$ cat config.mk
export PLATFORM = sky130hd
export DESIGN_NAME = div_iter_unit
export DESIGN_NICKNAME = d
export VERILOG_FILES = /design/src/rtl/div_pkg.sv /design/src/rtl/div_sign_fix.sv /design/src/rtl/div_iter_unit.sv
export SDC_FILE = /design/constraint.sdc
export NUM_CORES = 1
export LEC_CHECK = 0
export BUFFER_PORTS_ARGS = -buffer_cell sky130_fd_sc_hd__buf_4
export CAP_MARGIN = 25
export CELL_PAD_IN_SITES_DETAIL_PLACEMENT = 0
export CELL_PAD_IN_SITES_GLOBAL_PLACEMENT = 2
export CORE_AREA = 2 2 185 187
export CTS_CLUSTER_DIAMETER = 120
export DETAILED_ROUTE_END_ITERATION = 10
export DIE_AREA = 0 0 187 189
export HOLD_SLACK_MARGIN = 0.03
export PLACE_DENSITY = 0.84
export SYNTH_ARGS = -nofsm -noshare
export SYNTH_HDL_FRONTEND = slang
export SYNTH_HIERARCHICAL = 1
export SYNTH_SLANG_ARGS = --single-unit
$ cat constraint.sdc
create_clock -name clk -period 3.9 [get_ports clk]
set_input_delay 0.39 -clock clk [delete_from_list [all_inputs] [get_ports clk]]
set_output_delay 0.39 -clock clk [all_outputs]
set_load 0.02 [all_outputs]
$ cat src/rtl/div_pkg.sv
// Shared opcodes, FSM encoding and the most-negative-value helper for the
// iterative divider.
package div_pkg;

  localparam logic [1:0] OP_DIV  = 2'b00;
  localparam logic [1:0] OP_DIVU = 2'b01;
  localparam logic [1:0] OP_REM  = 2'b10;
  localparam logic [1:0] OP_REMU = 2'b11;

  typedef enum logic [1:0] {
    ST_IDLE = 2'd0,
    ST_CALC = 2'd1,
    ST_FIX  = 2'd2,
    ST_DONE = 2'd3
  } state_t;

  localparam int MAX_DW = 64;

  // Most-negative two's-complement value for a dw-bit word, zero-extended.
  function automatic logic [MAX_DW-1:0] min_neg(input int dw);
    logic [MAX_DW-1:0] one;
    one = {{(MAX_DW-1){1'b0}}, 1'b1};
    return one << (dw - 1);
  endfunction

endpackage

$ cat src/rtl/div_sign_fix.sv
// Applies the signed-result correction to a raw unsigned quotient/remainder
// pair and selects the one the opcode asks for.
module div_sign_fix
  import div_pkg::*;
#(
  parameter int DW = 32
) (
  input  logic [DW-1:0] quo,
  input  logic [DW-1:0] rem,
  input  logic          neg_dividend,
  input  logic          neg_divisor,
  input  logic [1:0]    op,
  output logic [DW-1:0] result
);

  logic          signed_op;
  logic [DW-1:0] quo_fix;
  logic [DW-1:0] rem_fix;

  assign signed_op = ~op[0];
  // Quotient sign follows operand-sign disagreement; remainder follows dividend.
  assign quo_fix = (signed_op & (neg_dividend ^ neg_divisor)) ? -quo : quo;
  assign rem_fix = (signed_op & neg_dividend) ? -rem : rem;
  assign result  = op[1] ? rem_fix : quo_fix;

endmodule

$ cat src/rtl/div_iter_unit.sv
// Restoring radix-2 divider for DIV/DIVU/REM/REMU: one quotient bit per clock,
// with a single-cycle path for divide-by-zero and signed overflow.
module div_iter_unit
  import div_pkg::*;
#(
  parameter int DW = 32,
  parameter int TW = 5
) (
  input  logic          clk,
  input  logic          rst_n,
  input  logic          start_i,
  input  logic [1:0]    op_i,
  input  logic [DW-1:0] dividend_i,
  input  logic [DW-1:0] divisor_i,
  input  logic [TW-1:0] tag_i,
  input  logic          kill_i,
  output logic          ready_o,
  output logic          busy_o,
  output logic          valid_o,
  output logic [DW-1:0] result_o,
  output logic [TW-1:0] tag_o
);

  localparam int CW = $clog2(DW) + 1;
  localparam logic [MAX_DW-1:0] MIN_FULL = min_neg(DW);
  localparam logic [DW-1:0]     MIN_VAL  = MIN_FULL[DW-1:0];

  state_t        state;
  logic [1:0]    op_reg;
  logic [TW-1:0] tag_reg;
  logic          neg_a_reg;
  logic          neg_b_reg;
  logic [DW-1:0] quo_reg;
  logic [DW-1:0] dvs_reg;
  logic [DW-1:0] rem_reg;
  logic [CW-1:0] cnt_reg;

  logic          signed_op;
  logic          neg_a;
  logic          neg_b;
  logic [DW-1:0] abs_a;
  logic [DW-1:0] abs_b;
  logic          div_zero;
  logic          overflow;
  logic [DW-1:0] fast_res;
  logic [DW:0]   rem_shift;
  logic [DW:0]   trial;
  logic [DW-1:0] fix_res;

  assign ready_o = (state == ST_IDLE) || (state == ST_DONE);
  assign busy_o  = (state == ST_CALC) || (state == ST_FIX);
  assign valid_o = (state == ST_DONE);

  assign signed_op = ~op_i[0];
  assign neg_a     = signed_op & dividend_i[DW-1];
  assign neg_b     = signed_op & divisor_i[DW-1];
  assign abs_a     = neg_a ? -dividend_i : dividend_i;
  assign abs_b     = neg_b ? -divisor_i : divisor_i;
  assign div_zero  = (divisor_i == '0);
  assign overflow  = signed_op && (dividend_i == MIN_VAL) && (divisor_i == '1);
  assign fast_res  = div_zero ? (op_i[1] ? dividend_i : '1)
                              : (op_i[1] ? '0 : dividend_i);

  // The stored remainder is always below the divisor, so DW bits hold it;
  // only the shifted value needs the extra bit.
  assign rem_shift = {rem_reg, quo_reg[DW-1]};
  assign trial     = rem_shift - {1'b0, dvs_reg};

  div_sign_fix #(.DW(DW)) u_sign_fix (
    .quo          (quo_reg),
    .rem          (rem_reg),
    .neg_dividend (neg_a_reg),
    .neg_divisor  (neg_b_reg),
    .op           (op_reg),
    .result       (fix_res)
  );

  always_ff @(posedge clk or negedge rst_n) begin
    if (!rst_n) begin
      state     <= ST_IDLE;
      op_reg    <= '0;
      tag_reg   <= '0;
      neg_a_reg <= 1'b0;
      neg_b_reg <= 1'b0;
      quo_reg   <= '0;
      dvs_reg   <= '0;
      rem_reg   <= '0;
      cnt_reg   <= '0;
      result_o  <= '0;
      tag_o     <= '0;
    end else if (kill_i) begin
      state <= ST_IDLE;
    end else begin
      case (state)
        ST_IDLE, ST_DONE: begin
          if (start_i) begin
            op_reg    <= op_i;
            tag_reg   <= tag_i;
            neg_a_reg <= neg_a;
            neg_b_reg <= neg_b;
            quo_reg   <= abs_a;
            dvs_reg   <= abs_b;
            rem_reg   <= '0;
            cnt_reg   <= '0;
            if (div_zero || overflow) begin
              result_o <= fast_res;
              tag_o    <= tag_i;
              state    <= ST_DONE;
            end else begin
              state <= ST_CALC;
            end
          end else begin
            state <= ST_IDLE;
          end
        end
        ST_CALC: begin
          // quo_reg shifts dividend bits out the top and quotient bits in the bottom.
          if (!trial[DW]) begin
            rem_reg <= trial[DW-1:0];
            quo_reg <= {quo_reg[DW-2:0], 1'b1};
          end else begin
            rem_reg <= rem_shift[DW-1:0];
            quo_reg <= {quo_reg[DW-2:0], 1'b0};
          end
          cnt_reg <= cnt_reg + 1'b1;
          if (cnt_reg == CW'(DW - 1)) begin
            state <= ST_FIX;
          end
        end
        ST_FIX: begin
          result_o <= fix_res;
          tag_o    <= tag_reg;
          state    <= ST_DONE;
        end
        default: state <= ST_IDLE;
      endcase
    end
  end

endmodule

==> results of run 1 <==
==> power by group <==
group / switching, W / internal, W / leakage (nW)
Sequential: 0.000454 / 0.00200 / 1.94
Combinational: 0.00175 / 0.00124 / 3.93
Clock: 0.000703 / 0.00100 / 0.280
Total: 0.00291 / 0.00424 / 6.15
==> through the flow <==
step           area, µm²  hold WS [ns]
3_5_place_dp       13500         0.471
4_1_cts            14100         0.180
6_report           14100         0.205
5_1_grt            14100         0.181
3_3_place_gp       13500         0.464
2_1_floorplan      12200        0.0944
==> kinds of logic after synthesis <==
group                      after synthesis
buffers and inverters                  177
xor gates and xnor gates               139
muxes                                   69
DFF                                    150
AOI/OAI and AO/OA                      429
and+or+nand+nor                        476
adders and majority gates               72
==> worst max-delay path, delay by kind of cell (launching register included) <==
family / cells / cell delay (ns)
compound gates: 5 / 1.27
xor+xnor: 1 / 0.20
fa+ha+maj: 2 / 0.41
buf+inv: 4 / 0.55
flops: 1 / 0.38
simple gates: 3 / 0.37
==> synth_stat cells (27+ instances only) <==
master,instances
a21oi_1,136
clkbuf_1,50
dfrtp_1,150
ha_1,41
inv_1,97
maj3_2,28
mux2i_1,61
nand2_1,194
nor2_1,115
nor3_1,27
o21ai_0,117
o21ai_1,65
xnor2_1,84
xor2_1,54
==> final timing paths <==
check,slack [ns],startpoint,cells after the start,endpoint
max,0.60,quo_reg[31]$_DFFE_PN0P_,15,rem_reg[25]$_DFFE_PN0P_
min,0.20,tag_i[1],2,tag_reg[1]$_DFFE_PN0P_
max reg2reg,0.60,quo_reg[31]$_DFFE_PN0P_,15,rem_reg[25]$_DFFE_PN0P_
min reg2reg,0.48,dvs_reg[30]$_DFFE_PN0P_,2,dvs_reg[30]$_DFFE_PN0P_
max in group asynchronous,2.29,rst_n,3,dvs_reg[6]$_DFFE_PN0P_
min in group asynchronous,0.60,rst_n,2,neg_a_reg$_DFFE_PN0P_
==> final cells by class <==
cell class | count | area, µm² | share of cell area, %
clock buffer | 19 | 433 | 3.07
clock inverter | 12 | 154 | 1.09
inverter | 97 | 364 | 2.58
multi-input combinational | 1185 | 7730 | 54.8
sequential | 150 | 3750 | 26.6
tap | 448 | 561 | 3.97
timing repair buffer | 143 | 1110 | 7.88
==> routing by layer <==
layer / global-route usage (%) / vias to the layer above
met4: 5.04 / 0
met2: 32.1 / 212
li1: - / 5494
met5: 0 / -
met3: 2.63 / 30
met1: 28.7 / 5017
==> metrics, run 1 <==
commonest non-fill, non-tap cells in the layout nand2_1, dfrtp_1, buf_4; synthesized instance count 1512; Synth async-reset ratio 100%; GR Overflow Total 0; number of diodes 0; Synth Area in Compound Gates 20.6%; Site Rows 67; Setup Fix Bufs, Post-CTS 0; CTS root buf clkbuf_16; Routed WL 35000 µm; final worst slack 0.596 ns; core area 33300 µm²; layout cell share with drive strength beyond 1 15.6%; largest family of logic cells by synthesized area compound AO/OA/AOI/OAI gates; CP most frequent cell inv_1; cells resized by post-CTS repair 0; Fmax achieved 303 MHz; register area share after synthesis 30.7%; worst skew pair latency 0.44 ns; leading cell type in the layout, fill and taps excluded nand2_1; PortBufs 114; Post-CTS Hold Buffers 1; Total Neg Setup Slack 0 ns; top_reg_cell synth dfrtp_1; vias per cell 5.24; Final Core Density 42.4%; Critical Path RT 4.21 ns; placed insts 2021; DRC violations left 0; largest cells by area after synthesis dfrtp_1, xnor2_1, nand2_1, a21oi_1, mux2i_1; worst setup path class reg -> reg; fillcell total 3423; full die area 35300 µm²; Final Setup Violations 0; status finished clean; CTS tree done; CTS buffer count 17; WL met1 17500 µm; total power draw 0.00715 W; CTS sink cnt 150; vias in the first global route 10310; post-route minimum period 3.30 ns; largest net degree at the start of global routing 79; Wirelength per Cell 17.1 µm; # IOs 115; initial core utilization 36.7%; H-Tree Level Count 4; top routing layer in use met4; global-route wire length before repair 56800 µm; Yosys cell types 78; adder-cell area share of the yosys netlist 7.11%; routability cong. 0.880; DR WL met2 16000 µm; cells along the critical path inv_1 > ha_1 > inv_1 > fa_1 > a21oi_1 > o211ai_1 > nand3_1 > a2111oi_2 > nor3_1 > buf_4 > o21ai_2 > xor2_4 > buf_12 > nor2_1 > a211o_1; vias after detailed routing 10753; yosys warns 6; Slew Viols, Final 0; final net count 1711; Finished Layout Cells 2054; Final ANT Viol Nets 0; Final Hold Vio Count 0; met3 WL post-DR 1120 µm; Startpoint Class flop; Setup WS pre-CTS 0.607 ns; FF+latch count, synth 150; Layout Area Growth over Synthesis 15.6%; maximum vdd drop 0.307 mV; CTS Buffer Depth 2; slowest cell delay on critical path 0.38 ns; Syn Area/Cell 8.07 µm²; RSZ-0062 raised after global routing no; Max Fanout on Critical Path 30; DR pass1 iterations 6; Max-slew headroom 30.5%; Post-Syn Area 12200 µm²; Post-Synth XOR/XNOR Area 10.0%; Worst-Margin Slew 1.04 ns; initial antenna violation count 0; Leak 6.15 nW; Starting DRT DRC Count 678; period utilization 84.7%; mux share of post-synthesis cell area 5.74%; CP Capture Type flop; EDFF count, synth 0; max-cap violation count 0; CP Data Arrival Time 3.61 ns; die height 189 µm; total global-route track usage 20.1%; Yosys top cell area share 30.7%; skew final 0.0153 ns; hpwl dp 25900 µm; largest area contributor in the netlist dfrtp_1; Die W 187 µm; Crit-path slowest cell dfrtp_1; PwrDens 506 nW/µm²; worst hold path class in -> reg; Worst-path clk slew 0.06 ns; Post-Syn Nets 1629; Synth Area in Simple Gates 19.7%
Note: power is estimated with default switching activity, not from simulation.
==> run 2: changes to the inputs <==
==> constraint.sdc (replaced) <==
create_clock -name clk -period 3.2 [get_ports clk]
set_input_delay 0.32 -clock clk [delete_from_list [all_inputs] [get_ports clk]]
set_output_delay 0.32 -clock clk [all_outputs]
set_load 0.02 [all_outputs]
==> run 2 against run 1 <==
Effect of this change:
- register-to-register slack worse by 0.47 ns
- clock power is 30% higher
- final cell count is 2.5% higher
- die area stayed put
- global-route usage is 0.14 points higher
- worst setup slack worse by 0.47 ns
- critical path type unchanged
- highest routed layer unchanged
==> metrics, run 2 (synthesis gave the netlist of run 1 again) <==
status finished clean; initial core utilization 36.7% (unchanged); max-cap violation count 0 (unchanged); Worst-path clk slew 0.06 ns (about the same); routability cong. 0.910 (+3.3%); maximum vdd drop 0.399 mV (+30%); Max Fanout on Critical Path 5 (-83%); hpwl dp 26600 µm (+2.6%); PortBufs 114 (unchanged); PwrDens 614 nW/µm² (+21%); Slew Viols, Final 0 (unchanged); CTS buffer count 17 (unchanged); worst skew pair latency 0.44 ns (about the same); CP Capture Type flop; Site Rows 67 (unchanged); total power draw 0.00902 W (+26%); CTS root buf clkbuf_16; crit path buf inv count 3 (-1); period utilization 96.0% (+11 points); total global-route track usage 20.2% (+0.14 points); vias in the first global route 10602 (+2.8%); DR pass1 iterations 5 (-1); Post-DP Area 13900 µm² (+3.1%); Final Setup Violations 0 (unchanged); Hold Startpoint tag_i[3]; global-route wire length before repair 57500 µm (+1.2%); DRC violations left 0 (unchanged); Leak 6.48 nW (+5.3%); Startpoint Class flop; vias after detailed routing 11023 (+2.5%); Final ANT Viol Nets 0 (unchanged); post-route minimum period 3.07 ns (-0.231 ns); Design Area, Final 14700 µm² (+4.1%); Critical Path RT 3.51 ns (-0.70 ns); # IOs 115 (unchanged); worst hold path class in -> reg; vias per cell 5.23 (about the same); Crit. Startpoint dvs_reg[15]$_DFFE_PN0P_; RSZ-0062 raised after global routing no; Routed WL 35800 µm (+2.2%); leading cell type in the layout, fill and taps excluded nand2_1; Crit-path slowest cell a2111oi_4; CP Data Arrival Time 3.39 ns (-0.22 ns); full die area 35300 µm² (unchanged); number of diodes 0 (unchanged); CTS Buffer Depth 2 (unchanged); core area 33300 µm² (unchanged); CTS tree done; Switch Pwr 0.00358 W (+23%); die height 189 µm (unchanged); Die W 187 µm (unchanged); CTS sink cnt 150 (unchanged); Comb power frac 42.3% (+0.5 points); reg2reg start dvs_reg[15]$_DFFE_PN0P_; cells along the critical path inv_1 > ha_1 > nand2_1 > nor4_2 > nand3_2 > a2111oi_4 > nor3_2 > o21ai_2 > xor2_4 > buf_12 > buf_6 > mux2i_1 > o21ai_1; Clock Power Share 24.8% (+0.9 points); layout cell share with drive strength beyond 1 18.9% (+3.3 points); largest net degree at the start of global routing 106 (+34%); worst setup path class reg -> reg; skew final 0.00771 ns (-0.00759 ns); Fmax achieved 325 MHz (+7.5%); Reg power frac 32.9% (-1.4 points); Starting DRT DRC Count 593 (-13%); Worst-Margin Slew 0.860 ns (-0.179 ns); commonest non-fill, non-tap cells in the layout nand2_1, buf_4, dfrtp_1; Layout Area Growth over Synthesis 20.3%; GR Overflow Total 0 (unchanged); initial antenna violation count 0 (unchanged); final net count 1765 (+3.2%); Internal 0.00544 W (+28%); Worst path top cell family by delay simple AND/OR/NAND/NOR gates; slowest cell delay on critical path 0.39 ns (about the same); Wirelength per Cell 17.0 µm (-0.31%); H-Tree Level Count 4 (unchanged); Max-slew headroom 42.6% (+12 points); Final Hold Vio Count 0 (unchanged); Net Sw Frac 39.7% (-1.0 points)
-- run 2: cell count changes in the layout (fill, tap and decap cells not counted), moves of 2 or more --
| cell | delta |
|---|---|
| buf_4 | +46 |
| buf_12 | +4 |
| buf_6 | +2 |
| bufinv_16 | +2 |
| ha_1 | -2 |
| inv_1 | -2 |
| inv_2 | +2 |
| inv_6 | -2 |
-- run 2: power by group through the flow --
stage / registers, W / logic (W) / clock network [W]
after floorplan: 0.00314 / 0.00230 / 0
after CTS: 0.00297 / 0.00380 / 0.00228
after detailed placement: 0.00300 / 0.00377 / 0
after global routing: 0.00306 / 0.00424 / 0.00236
after global placement: 0.00298 / 0.00376 / 0
final: 0.00297 / 0.00381 / 0.00223
-- run 2: cell type report --
cell class,instances,area (µm²)
fillers,3402,18600
inverters,97,364
repair buffers,197,1600
clock inverters,10,180
multi-input cells,1185,7790
well taps,448,561
flip-flops and latches,150,3750
clock buffers,19,443
-- run 2: worst paths after layout --
kind	to	slack (ns)	cells past startpoint
min in group asynchronous	tag_o[1]$_DFFE_PN0P_	0.40	2
max reg2reg	rem_reg[22]$_DFFE_PN0P_	0.13	13
min reg2reg	dvs_reg[9]$_DFFE_PN0P_	0.48	2
min	tag_reg[3]$_DFFE_PN0P_	0.13	2
max in group asynchronous	rem_reg[13]$_DFFE_PN0P_	1.85	4
max	rem_reg[22]$_DFFE_PN0P_	0.13	13
-- run 2: through the flow --
stage               instances  setup WS (ns)  setup TNS, ns  hold WS (ns)  util [%]
global placement         2071         0.0546              0         0.462      41.8
finish                   2106          0.127              0         0.125      44.1
CTS                      2101         0.0385              0        0.0913      43.7
detailed placement       2071       -0.00129       -0.00129         0.471      41.8
global route             2106        0.00861              0         0.115      44.1
floorplan                1512          0.252              0        0.0244         -
-- run 2: what timing repair did --
item | 4_1_cts | 5_1_grt
resized for setup | 0 | 16
gates cloned | 0 | 1
hold buffers | 0 | 1
endpoints found under the setup margin | 20 | 31
setup buffers | 1 | 2
endpoints found under the hold margin | 0 | 43
pin swaps | 0 | 8
-- run 2: routing by layer --
layer | global-route usage (%) | part of all wire [%] | up-vias | routed length [µm]
met5 | 0 | 0 | - | 0
met3 | 2.63 | 3.0 | 35 | 1080
met4 | 4.98 | 1.3 | 0 | 474
met2 | 32.9 | 46 | 202 | 16400
li1 | - | - | 5611 | -
met1 | 28.5 | 50 | 5175 | 17900
